--- config.mk ---
export PLATFORM = sky130hd
export DESIGN_NAME = lsu_mem_master
export DESIGN_NICKNAME = d
export VERILOG_FILES = /design/src/rtl/lsu_pkg.sv /design/src/rtl/lsu_lane_mux.sv /design/src/rtl/lsu_mem_master.sv
export SDC_FILE = /design/constraint.sdc
export NUM_CORES = 1
export LEC_CHECK = 0
export ABC_AREA = 1
export ABC_CLOCK_PERIOD_IN_PS = 5600
export CAP_MARGIN = 5
export CORE_MARGIN = 1.5
export CORE_UTILIZATION = 41
export DETAILED_ROUTE_END_ITERATION = 8
export PLACE_DENSITY_LB_ADDON = 0.08
export RECOVER_POWER = 100
export SLEW_MARGIN = 20
export SYNTH_ARGS = -nofsm -noshare
export SYNTH_HDL_FRONTEND = slang
export SYNTH_SLANG_ARGS = --single-unit
--- constraint.sdc ---
create_clock -name clk -period 5.6 [get_ports clk]
set_input_delay 0.84 -clock clk [delete_from_list [all_inputs] [get_ports clk]]
set_output_delay 0.84 -clock clk [all_outputs]
set_load 0.01 [all_outputs]
--- src/rtl/lsu_pkg.sv ---
// Shared encodings, widths and FSM state type for the load/store initiator.
package lsu_pkg;

  localparam int DATA_W = 32;

  localparam logic [1:0] SZ_BYTE = 2'b00;
  localparam logic [1:0] SZ_HALF = 2'b01;
  localparam logic [1:0] SZ_WORD = 2'b10;
  localparam logic [1:0] SZ_RSVD = 2'b11;

  typedef enum logic [1:0] {
    IDLE = 2'd0,
    RD   = 2'd1,
    WR   = 2'd2,
    RESP = 2'd3
  } lsu_state_t;

  // Byte accesses can never be misaligned; reserved size behaves as a word.
  function automatic logic is_misaligned(input logic [1:0] size, input logic [1:0] off);
    case (size)
      SZ_BYTE: is_misaligned = 1'b0;
      SZ_HALF: is_misaligned = off[0];
      default: is_misaligned = |off;
    endcase
  endfunction

endpackage

--- src/rtl/lsu_lane_mux.sv ---
// Little-endian byte-lane steering: merge store data into a memory word, and
// extract plus sign/zero-extend load data from a memory word.
module lsu_lane_mux
  import lsu_pkg::*;
(
  input  logic [DATA_W-1:0] word,
  input  logic [DATA_W-1:0] wdata,
  input  logic [1:0]        size,
  input  logic [1:0]        byte_off,
  input  logic              is_unsigned,
  output logic [DATA_W-1:0] merged,
  output logic [DATA_W-1:0] rdata
);

  logic [7:0]  load_byte;
  logic [15:0] load_half;

  assign load_byte = word[{byte_off, 3'b000} +: 8];
  assign load_half = byte_off[1] ? word[31:16] : word[15:0];

  // NOTE: every output gets a default first so no path through the case infers a latch.
  always_comb begin
    merged = word;
    case (size)
      SZ_BYTE: merged[{byte_off, 3'b000} +: 8] = wdata[7:0];
      SZ_HALF: begin
        if (byte_off[1]) merged[31:16] = wdata[15:0];
        else             merged[15:0]  = wdata[15:0];
      end
      default: merged = wdata;
    endcase
  end

  always_comb begin
    rdata = word;
    case (size)
      SZ_BYTE: rdata = is_unsigned ? {24'd0, load_byte} : {{24{load_byte[7]}}, load_byte};
      SZ_HALF: rdata = is_unsigned ? {16'd0, load_half} : {{16{load_half[15]}}, load_half};
      default: rdata = word;
    endcase
  end

endmodule

--- src/rtl/lsu_mem_master.sv ---
// Load/store initiator to a word-addressed memory; sub-word stores use read-modify-write.
// Optional misalignment trap enabled by defining LSU_MISALIGN_TRAP_EN.
module lsu_mem_master
  import lsu_pkg::*;
#(
  parameter int AW = 32,
  parameter int DW = 32
) (
  input  logic          clk,
  input  logic          rst_n,
  input  logic          req_valid,
  output logic          req_ready,
  input  logic          req_write,
  input  logic [1:0]    req_size,
  input  logic          req_unsigned,
  input  logic [AW-1:0] req_addr,
  input  logic [DW-1:0] req_wdata,
  output logic          resp_valid,
  output logic [DW-1:0] resp_rdata,
  output logic          resp_misalign,
  output logic          mem_write,
  output logic [AW-1:0] mem_addr,
  output logic [DW-1:0] mem_wdata,
  input  logic [DW-1:0] mem_rdata
);

  lsu_state_t    state_q, state_d;
  logic          write_q;
  logic          unsigned_q;
  logic [1:0]    size_q;
  logic [AW-1:0] addr_q;
  logic [DW-1:0] wdata_q;
  logic [DW-1:0] word_q;
  logic [DW-1:0] merged_word;
  logic [DW-1:0] load_data;
  logic          accept;
  logic          req_is_word;
  logic          trapped;

  assign req_ready   = (state_q == IDLE);
  assign accept      = req_valid && req_ready;
  assign req_is_word = req_size inside {SZ_WORD, SZ_RSVD};

`ifdef LSU_MISALIGN_TRAP_EN
  logic misalign_q;
  logic req_misalign;

  assign req_misalign = is_misaligned(req_size, req_addr[1:0]);
  assign trapped      = misalign_q;

  always_ff @(posedge clk or negedge rst_n) begin
    if (!rst_n)      misalign_q <= 1'b0;
    else if (accept) misalign_q <= req_misalign;
  end
`else
  assign trapped = 1'b0;
`endif

  always_comb begin
    state_d = state_q;
    case (state_q)
      IDLE: begin
        if (accept) begin
`ifdef LSU_MISALIGN_TRAP_EN
          if (req_misalign) state_d = RESP;
          else
`endif
          if (req_write && req_is_word) state_d = WR;
          else                          state_d = RD;
        end
      end
      RD:      state_d = write_q ? WR : RESP;
      WR:      state_d = RESP;
      RESP:    state_d = IDLE;
      default: state_d = IDLE;
    endcase
  end

  // NOTE: sequential state uses non-blocking assignments so every register samples pre-edge values.
  always_ff @(posedge clk or negedge rst_n) begin
    if (!rst_n) begin
      state_q    <= IDLE;
      write_q    <= 1'b0;
      unsigned_q <= 1'b0;
      size_q     <= SZ_BYTE;
      addr_q     <= '0;
      wdata_q    <= '0;
      word_q     <= '0;
    end else begin
      state_q <= state_d;
      if (accept) begin
        write_q    <= req_write;
        unsigned_q <= req_unsigned;
        size_q     <= req_size;
        addr_q     <= req_addr;
        wdata_q    <= req_wdata;
      end
      if (state_q == RD) word_q <= mem_rdata;
    end
  end

  lsu_lane_mux u_lane_mux (
    .word        (word_q),
    .wdata       (wdata_q),
    .size        (size_q),
    .byte_off    (addr_q[1:0]),
    .is_unsigned (unsigned_q),
    .merged      (merged_word),
    .rdata       (load_data)
  );

  // Outputs decode straight from state so an async reset drops mem_write immediately.
  assign mem_write     = (state_q == WR);
  assign mem_wdata     = (state_q == WR) ? merged_word : '0;
  assign mem_addr      = ((state_q != IDLE) && !trapped) ? {addr_q[AW-1:2], 2'b00} : '0;
  assign resp_valid    = (state_q == RESP);
  assign resp_rdata    = ((state_q == RESP) && !write_q && !trapped) ? load_data : '0;
  assign resp_misalign = (state_q == RESP) && trapped;

endmodule

==> results.toml <==
[run_status]
status = "complete, but fails checks"
violations = "max-capacitance violations, max-slew violations"

[routing]
antenna_left = 0
dr.pass1.iters = 6
wl_mm = 21.69
wl_per_cell_um = 17.44
drtIter0Drc = 567
vias = 6573
avgViaCountPerCell = 5.284
drc_errors = 0

[cells_and_area]
fillers = 1549
nNetsFinal = 1136
final_cells = 1244
drive_above_1_share = 0.08268
postLayoutCoreUtil = 0.5553
final_cell_area_sq_mm = 0.008757
antenna_cells = 0
area.growth.synth_to_final_pct = 33.39

[clocking]
ctsResizeCount = 0
cts_setup_buffers = 0
insertion_delay_ps = 360
h-tree-depth = 3
cts_hold_buf = 0
clock_sinks = 102
cts.clk_slew.worst_paths_ps = 70
clock_path_buffers = 2
tritoncts = "yes"
clockRootBuffer = "clkbuf_16"
cts-buffers-inserted = 9

[timing]
max_slew_margin = -1.359
tightest_slew_ps = 3529
fin_skew_ps = 5.301
period_minus_slack_ps = 4787
rsz0062_at_grt = "false"
finalSetupTns_ps = 0
layout_setup_ws_ps = 813.0
slew_viol_final = 266
finalCritPeriodShare = 0.8548
final_hold_viol_count = 0
setup-violations-final = 0
fmax_mhz = 208.9
holdWs_ps = 512.3

[worst_setup_path]
required_ps = 4760
rr_startpoint = "state_q[1]"
critPathTopFamily = "flip-flops"
ff2ff_path_depth = 5
crit_type = "flop to output port"
end_kind = "output port"
slowest_delay_ps = 1040
crit_path_top_delay_cell = "dfrtp_1"
crit_path_max_fanout = 38
r2r_end = "wdata_q[12]"
crit_arrival_ps = 3950
worst-path-stages = 8
startpoint_type = "flop"
r2r_slack_ps = 1180
worstPathCellList = "inv_1, ha_1, nor2_1, nand3_1, o211ai_1, o21ai_0, nor2_1, dlygate4sd3_1"
crit_buf_inv = 2
cp_common_cell = "nor2_1"

[floorplanning]
num_io_pins = 203
dieArea_sq_mm = 0.01678
start_util = 0.4163
die_y_um = 129.5
die_w_um = 129.5
core_area_sq_mm = 0.01577
num_rows = 46

[logic_synthesis]
synth_area_per_cell_sq_um = 7.555
synth_ff_type = "dfrtp_1"
synth_warnings = 0
ys_seq_area_frac = 0.3888
synth_top_family_by_area = "compound AO/OA/AOI/OAI gates"
yosys.area_share.simple = 0.1780
syn_inst = 869
synth_compound_area_frac = 0.2502
synth_edf_count = 0
synthArstFlopShare = 1.000
ys_types = 36
synthMuxAreaShare = 0.05317
synth_area_sq_mm = 0.006565
synthXorXnorAreaFrac = 0
ys_seq_elements = 102
synthAdderAreaFrac = 0.01715

[pwr]
ir_drop_mv = 0.3011
total_power_mw = 4.984
power.leakage_nw = 3.967
powerDensity_mw_per_mm2 = 569.1

[worst_hold_path]
whs_path_depth = 2
whs_endpoint = "addr_q[2]"
hold_start = "addr_q[2]"
hold_class = "flop to flop"

[global_routing]
grt_pass1_vias = 5999
grt_pass1_wl_mm = 33.49
grt_use_total = 0.2609
antenna_found_initial = 0
grt_max_degree = 107
grt_overflow = 0

[placement]
preCtsSetupSlack_ps = 1516
gp_congestion = 0.9405
place_inst = 1229
post_dp_cell_area_sq_mm = 0.008486
dp.final_hpwl_mm = 15.75
portBuffers = 199

[flow_run]
cap_violations = 4
[where the power goes]
| part | switching (mW) | internal (mW) |
|---|---|---|
| registers | 0.390 | 1.10 |
| clock network | 0.297 | 0.359 |
| logic | 1.71 | 1.13 |
| total | 2.39 | 2.59 |
[worst register-to-register path, cell delays in order (launching register included)]
cell and delay, ps:
dfrtp_1 420, inv_1 90, ha_1 370, buf_4 350, nand2_1 2000, mux2_2 1060
[cell type report]
cell class	instances	area [sq um]	share of cell area
multi-input cells	620	3279	0.3745
flip-flops and latches	102	2552	0.2915
repair buffers	204	2017	0.2303
inverters	87	341.6	0.03901
well taps	216	270.3	0.03086
clock buffers	10	239.0	0.02729
clock inverters	5	57.56	0.006572
[placed cells by master, fill, tap and decap left out, types with 3 or more instances in the layout]
master	n
nand3_1	29
dfrtp_1	102
a21oi_2	20
inv_4	3
mux2_2	31
clkdlybuf4s50_1	104
dlygate4sd3_1	94
nor2_1	94
o21ai_1	6
ha_1	9
o21ai_0	124
a21boi_0	11
o211ai_1	9
inv_1	80
nand2_1	146
conb_1	3
clkbuf_16	9
buf_4	3
a21oi_1	127
[cells in the mapped netlist, types with 5 or more instances]
master	n	share of area
dfrtp_1	102	0.39
o211ai_1	9	0.010
buf_2	20	0.015
nand2_1	145	0.083
buf_4	5	0.0057
ha_1	9	0.017
clkbuf_1	22	0.013
a21boi_0	11	0.013
o21ai_1	6	0.0046
a21oi_2	20	0.027
nand3_1	29	0.022
nor2_1	93	0.053
buf_6	12	0.021
o21ai_0	124	0.095
a21oi_1	127	0.097
mux2_2	31	0.053
inv_1	79	0.045
[worst max-delay path by stage]
stage                          from  slack [ps]            end
final                     addr_q[0]         810   mem_wdata[3]
after detailed placement  addr_q[0]        1520  mem_wdata[27]
after global placement    addr_q[0]        1580  mem_wdata[27]
after global routing      addr_q[0]         570  mem_wdata[27]
after floorplan           addr_q[1]        2950  mem_wdata[17]
after CTS                 addr_q[0]        1130  mem_wdata[27]
[cells by family after synthesis]
logic type / Yosys count
fa+ha+maj: 9
mux: 31
other cells: 1
flops: 102
simple gates: 277
compound gates: 300
buf+inv: 149
[metal layers]
layer	GRT usage	share of wire	up-vias
met3	0.05863	0.087	35
met5	0	0	-
met4	0.08562	0.024	0
li1	-	-	3175
met2	0.4121	0.46	292
met1	0.3558	0.43	3071
[registers in the layout, indices dropped and copies added (netlist names)]
| register | flops |
|---|---|
| word_q | 32 |
| write_q | 1 |
| state_q | 2 |
| size_q | 2 |
| unsigned_q | 1 |
| wdata_q | 32 |
| addr_q | 32 |
No activity file was read; power rests on OpenSTA's default activity.
